## src/rtl/mem_arbiter.sv

```systemverilog
// Two-port arbiter and access sequencer in front of a negedge-sampled memory.
// Port 0 (IFU) is read-only, port 1 (LSU) may write; one access in flight at a time.
`timescale 1ns/1ps
module mem_arbiter #(
    parameter int unsigned LATENCY   = 1,
    parameter logic [31:0] IDLE_ADDR = 32'h8000_0000
) (
    input  logic        clock,
    input  logic        resetn,
    input  logic        ifu_req_valid,
    output logic        ifu_req_ready,
    input  logic [31:0] ifu_req_addr,
    output logic        ifu_resp_valid,
    input  logic        ifu_resp_ready,
    output logic [63:0] ifu_resp_data,
    input  logic        lsu_req_valid,
    output logic        lsu_req_ready,
    input  logic [31:0] lsu_req_addr,
    input  logic        lsu_req_wen,
    input  logic [63:0] lsu_req_wdata,
    input  logic [7:0]  lsu_req_wmask,
    output logic        lsu_resp_valid,
    input  logic        lsu_resp_ready,
    output logic [63:0] lsu_resp_data,
    output logic [31:0] mem_raddr,
    input  logic [63:0] mem_rdata,
    output logic [31:0] mem_waddr,
    output logic [63:0] mem_wdata,
    output logic [7:0]  mem_wmask,
    output logic        busy
);

    localparam int unsigned        CNT_W    = (LATENCY > 1) ? $clog2(LATENCY) : 1;
    localparam logic [CNT_W-1:0]   CNT_LOAD = CNT_W'(LATENCY - 1);

    typedef enum logic [1:0] {
        ST_IDLE   = 2'd0,
        ST_ACCESS = 2'd1,
        ST_RESP   = 2'd2
    } state_t;

    state_t           r_state;
    logic             r_last_grant;
    logic             r_port;
    logic [31:0]      r_addr;
    logic             r_wen;
    logic [63:0]      r_wdata;
    logic [7:0]       r_wmask;
    logic [CNT_W-1:0] r_cnt;
    logic [63:0]      r_resp_data;

    logic w_idle;
    logic w_access;
    logic w_grant_ifu;
    logic w_grant_lsu;
    logic w_resp_hs;

    assign w_idle   = (r_state == ST_IDLE);
    assign w_access = (r_state == ST_ACCESS);

    // On a tie the port that did not win last time is served (r_last_grant=1 means LSU).
    assign w_grant_ifu = w_idle && ifu_req_valid && (!lsu_req_valid || r_last_grant);
    assign w_grant_lsu = w_idle && lsu_req_valid && (!ifu_req_valid || !r_last_grant);

    assign w_resp_hs = (r_state == ST_RESP) && (r_port ? lsu_resp_ready : ifu_resp_ready);

    // Request latch, latency countdown and IDLE/ACCESS/RESP sequencing.
    always_ff @(posedge clock or negedge resetn) begin
        if (!resetn) begin
            r_state      <= ST_IDLE;
            r_last_grant <= 1'b1;
            r_port       <= 1'b0;
            r_addr       <= 32'h0;
            r_wen        <= 1'b0;
            r_wdata      <= 64'h0;
            r_wmask      <= 8'h0;
            r_cnt        <= '0;
            r_resp_data  <= 64'h0;
        end else begin
            case (r_state)
                ST_IDLE: begin
                    if (w_grant_ifu) begin
                        r_port       <= 1'b0;
                        r_addr       <= ifu_req_addr;
                        r_wen        <= 1'b0;
                        r_wdata      <= 64'h0;
                        r_wmask      <= 8'h0;
                        r_last_grant <= 1'b0;
                        r_cnt        <= CNT_LOAD;
                        r_state      <= ST_ACCESS;
                    end else if (w_grant_lsu) begin
                        r_port       <= 1'b1;
                        r_addr       <= lsu_req_addr;
                        r_wen        <= lsu_req_wen;
                        r_wdata      <= lsu_req_wdata;
                        r_wmask      <= lsu_req_wmask;
                        r_last_grant <= 1'b1;
                        r_cnt        <= CNT_LOAD;
                        r_state      <= ST_ACCESS;
                    end else begin
                        r_state      <= ST_IDLE;
                    end
                end
                ST_ACCESS: begin
                    if (r_cnt == '0) begin
                        r_resp_data <= mem_rdata;
                        r_state     <= ST_RESP;
                    end else begin
                        r_cnt       <= r_cnt - CNT_W'(1);
                    end
                end
                ST_RESP: begin
                    if (w_resp_hs) begin
                        r_state <= ST_IDLE;
                    end else begin
                        r_state <= ST_RESP;
                    end
                end
                default: begin
                    r_state <= ST_IDLE;
                end
            endcase
        end
    end

    assign ifu_req_ready  = w_grant_ifu;
    assign lsu_req_ready  = w_grant_lsu;
    assign ifu_resp_valid = (r_state == ST_RESP) && !r_port;
    assign lsu_resp_valid = (r_state == ST_RESP) && r_port;
    assign ifu_resp_data  = r_resp_data;
    assign lsu_resp_data  = r_resp_data;

    // The mask is only exposed on the final access cycle so memory sees exactly one write.
    assign mem_raddr = w_access ? r_addr  : IDLE_ADDR;
    assign mem_waddr = w_access ? r_addr  : IDLE_ADDR;
    assign mem_wdata = w_access ? r_wdata : 64'h0;
    assign mem_wmask = (w_access && r_wen && (r_cnt == '0)) ? r_wmask : 8'h0;
    assign busy      = !w_idle;

endmodule

```

## config.mk

```make
export PLATFORM = sky130hd
export DESIGN_NAME = mem_arbiter
export DESIGN_NICKNAME = d
export VERILOG_FILES = /design/src/rtl/mem_arbiter.sv
export SDC_FILE = /design/constraint.sdc
export NUM_CORES = 1
export LEC_CHECK = 0
export BUFFER_PORTS_ARGS = -buffer_cell sky130_fd_sc_hd__buf_2
export CAP_MARGIN = 5
export CORE_AREA = 2 2 186 188
export CTS_BUF_LIST = sky130_fd_sc_hd__clkbuf_4
export DETAILED_ROUTE_END_ITERATION = 16
export DIE_AREA = 0 0 188 190
export GPL_ROUTABILITY_DRIVEN = 0
export PLACE_DENSITY = 0.46
export SLEW_MARGIN = 20
export SYNTH_ARGS = -nofsm -noshare
export SYNTH_HDL_FRONTEND = slang
export SYNTH_SLANG_ARGS = --single-unit
```

## constraint.sdc

```tcl
create_clock -name clock -period 2.7 [get_ports clock]
set_clock_uncertainty 0.1 [all_clocks]
set_input_delay 0.27 -clock clock [delete_from_list [all_inputs] [get_ports clock]]
set_output_delay 0.27 -clock clock [all_outputs]
set_load 0.01 [all_outputs]
```

Word-level counts from Yosys, hierarchy flattened. Cells that the tools add are included.

Logic and storage cells: 60. Input bits: 207. Bits in registers: 174.

Bitwise logic cells: 1. Reduce and logical (&&, ||, !) cells: 22. Equal/unequal tests: 4. Mux-type cells: 23. $add $sub $neg: 1.

Operator list (count): $mux 64 (3); $mux 32 (3); $mux 8 (3); $mux 1 (10); $logic_and 1x1->1 (9); $pmux 2 s3 (1); $reduce_and 2->1 (3); $logic_not 1->1 (5); $mux 2 (2); $reduce_bool 2->1 (2); $ne 3x3->1 const B (1); $eq 2x1->1 const B (1); $eq 2x2->1 const B (1); $logic_not 2->1 (1); $logic_or 1x1->1 (2); $ne 2x2->1 const B (1); $pmux 1 s2 (1); $not 1->1 (1); $sub 1x1->1 const B (1).

Depth between registers and ports, before layout.
Depth after elaboration: 6. Depth in mapped cells: 7. Mapped depth without buffers: 4.

Worst setup path before layout. Ideal clock, no wire load.

Path kind: flip-flop to output port. Start point: reg r_state[0]. End point: out ifu_req_ready. Data arrival time: 1.502 ns. Path slack: 0.828 ns. Data required time: 2.330 ns. Cell stages (with the launch flop): 7. Path through: dfrtp_1 > or3b_1 > buf_2 > or2_1 > buf_2 > clkinv_2 > buf_4.

Longest elaborated chain between the ends: 3.

Ends and longest elaborated chain: start: declaration (RTL line 42) `state_t r_state;`; start signal: assignment (RTL line 70) `r_state <= ST_IDLE;`; start signal: assignment (RTL line 90) `r_state <= ST_ACCESS;`; start signal: assignment (RTL line 99) `r_state <= ST_ACCESS;`; $logic_not 2->1 (RTL line 58) `assign w_idle = (r_state == ST_IDLE);`; $logic_and 1x1->1 (2 in a row) (RTL line 62) `assign w_grant_ifu = w_idle && ifu_req_valid && (!lsu_req_valid || r_last_grant);`; end: declaration (RTL line 11) `output logic ifu_req_ready,`.

Every way passes these cells.

Final worst setup path. Ends and elaborated chain as after synthesis.

==> results.json <==
{
  "vdd_drop_max_uv": 431,
  "crit_path_start_kind": "flip-flop",
  "wl_per_cell_um": 16.6,
  "ant_nets": 0,
  "crit_fanout": 13,
  "cts.sinks": 173,
  "hold_class": "in2async",
  "cp_slowest_stage_delay_ps": 470,
  "critPathArrivalTime_ps": 2140,
  "fin_crit_ps": 2510,
  "synth_area_per_cell_um2": 9.17,
  "power_mw": 13.1,
  "cp_cell_sequence": "or3b_1, or2_1, inv_4, buf_2",
  "slew_headroom": 0.406,
  "dr.pass1.iters": 5,
  "port_buffers": 475,
  "dp_hpwl_mm": 21.2,
  "setup.worst_path.end_class": "output pin",
  "syn-num-nets": 1115,
  "synthArstFlopShare": 1.00,
  "drive_above_1_share": 0.368,
  "track_usage": 0.175,
  "hold_viol": 0,
  "core_area_mm2": 0.0339,
  "pwr-share-comb": 0.530,
  "p_per_area_mw_per_mm2": 1020,
  "grt_max_degree": 69,
  "fin_tns_setup_ps": 0,
  "p_leak_nw": 6.75,
  "power.internal_mw": 7.36,
  "cts_buffer_depth": 2,
  "slew_viol_final": 0,
  "grt_pass1_wl_mm": 49.0,
  "reg2reg_depth": 5,
  "cp_num_buf_inv": 2,
  "power_frac_clock": 0.121,
  "grt_overflow": 0,
  "htreeDepth": 4,
  "die_h_um": 190,
  "max_freq_mhz": 398,
  "cp_top_family": "simple AND/OR/NAND/NOR gates",
  "synthCells": 908,
  "drt_iter0_drc": 399,
  "initial_core_util": 0.245,
  "status": "completed",
  "required_ps": 2330,
  "sw_frac_of_total": 0.438,
  "dieArea_mm2": 0.0357,
  "setup_viol": 0,
  "rsz0062_at_grt": "false",
  "grt_pass1_vias": 8510,
  "nets": 1669,
  "wirelength_mm": 32.2,
  "synth_ff_type": "dfrtp_1",
  "die_w_um": 188,
  "rrSetupSlack_ps": 190,
  "cp.depth": 4,
  "drc_errors": 0,
  "synth-edff-count": 0,
  "p_sw_mw": 5.75,
  "clk_pin_slew_ps": 160,
  "cts_root_buf": "clkbuf_4",
  "viasPerCell": 4.39,
  "maxCapViolations": 0,
  "cts_tree": "done",
  "final_cell_mix": "buf_2, dlygate4sd3_1, nand2_1",
  "ys_types": 29,
  "syn-cell-area_mm2": 0.00833,
  "fin_crit_sh": 0.930,
  "num_rows": 68,
  "tightest_slew_ps": 890,
  "numCtsBuffers": 17,
  "io_pins": 476,
  "area_growth_pct": 54.5,
  "vias": 8493,
  "ys_seq_area_frac": 0.520,
  "cp_slowest_cell": "dfrtp_1",
  "p_seq_frac": 0.349,
  "antenna_found_initial": 4,
  "layout_commonest_cell": "buf_2",
  "crit_type": "reg2out",
  "clk_latency_ps": 560,
  "synth-seq-cells": 173,
  "yosysWarnings": 0
}
==> registers in the layout, summed over array words and instances (netlist names) <==
name and count:
r_wmask 8, ifu_resp_data 64, r_last_grant 1, r_wdata 64, r_wen 1, r_port 1
r_addr 32, r_state 2
==> per-stage QoR <==
step           instance area [um2]  utilization  cells  hold WS, ps  setup slack (ps)
3_5_place_dp                 10500        0.310   1692          239               361
4_1_cts                      12800        0.378   1928         55.5              3.25
5_1_grt                      12900        0.379   1932          105              15.2
6_report                     12900        0.379   1933          125               190
3_3_place_gp                 10500        0.310   1692          237               384
2_1_floorplan                 8330            -    908         -126               828
==> what timing repair did <==
action | 4_1_cts | 5_1_grt
hold buffers | 204 | 0
gates resized for setup | 0 | 2
cloned | 1 | 0
pin swaps | 1 | 1
setup endpoints to repair | 1 | 4
buffers inserted | 0 | 1
hold endpoints to repair | 233 | 0
==> synth_stat cells, types with 2 or more instances <==
library cell	instances	area (um2)
nand2_1	192	721
buf_2	7	35.0
nand2b_1	3	18.8
nand3_1	56	280
o21ai_0	57	285
buf_6	3	33.8
nor3_1	32	160
nor2_1	4	15.0
buf_4	98	736
and3_1	8	50.1
and2_1	95	594
nor2b_1	2	12.5
a22o_1	49	429
clkbuf_1	52	195
inv_1	3	11.3
a31oi_1	32	200
buf_1	9	33.8
a21oi_1	24	120
dfrtp_1	172	4300
==> worst paths after layout <==
check                                                endpoint                         start
max in group asynchronous       ifu_resp_data[56]$_DFFE_PN0N_                        resetn
worst min-delay path                   r_addr[20]$_DFFE_PN0P_                        resetn
worst min register to register   ifu_resp_data[5]$_DFFE_PN0N_  ifu_resp_data[5]$_DFFE_PN0N_
worst max-delay path                            ifu_req_ready          r_state[0]$_DFF_PN0_
worst max register to register          r_addr[3]$_DFFE_PN0P_      r_last_grant$_DFFE_PN1P_
min in group clock                       r_state[0]$_DFF_PN0_                 lsu_req_valid
==> cells by family after synthesis <==
| kind of cell | share of synthesized area |
|---|---|
| compound gates | 0.129 |
| buf+inv | 0.126 |
| flops | 0.520 |
| mux | 0.00135 |
| simple gates | 0.224 |
==> worst register-to-register path, stage by stage (launching register included) <==
cell and delay, ps:
dfstp_2 610, a21bo_2 230, buf_4 520, o21ai_0 220, a31oi_1 210, dlygate4sd3_1 570
==> metal layers <==
layer	track usage	share of wire
met1	0.220	0.42
met2	0.308	0.51
met3	0.0332	0.049
met4	0.0466	0.012
met5	0	0
==> cell type report <==
type	instances	area, um2
repair buffers	703	4650
inverters	4	17.5
clock buffers	17	128
fillers	3502	21100
flip-flops and latches	173	4330
well taps	455	569
diodes	4	10.0
multi-input cells	563	3010
clock inverters	14	155
==> power by group through the flow <==
stage          combinational, mW  sequential [mW]  clock (mW)
6_report                    6.95             4.57        1.59
5_1_grt                     7.61             4.74        1.80
4_1_cts                     6.98             4.57        1.71
3_5_place_dp                6.28             4.62           0
3_3_place_gp                6.25             4.62           0
2_1_floorplan               4.23             4.63           0
Note: power is estimated with default switching activity, not from simulation.
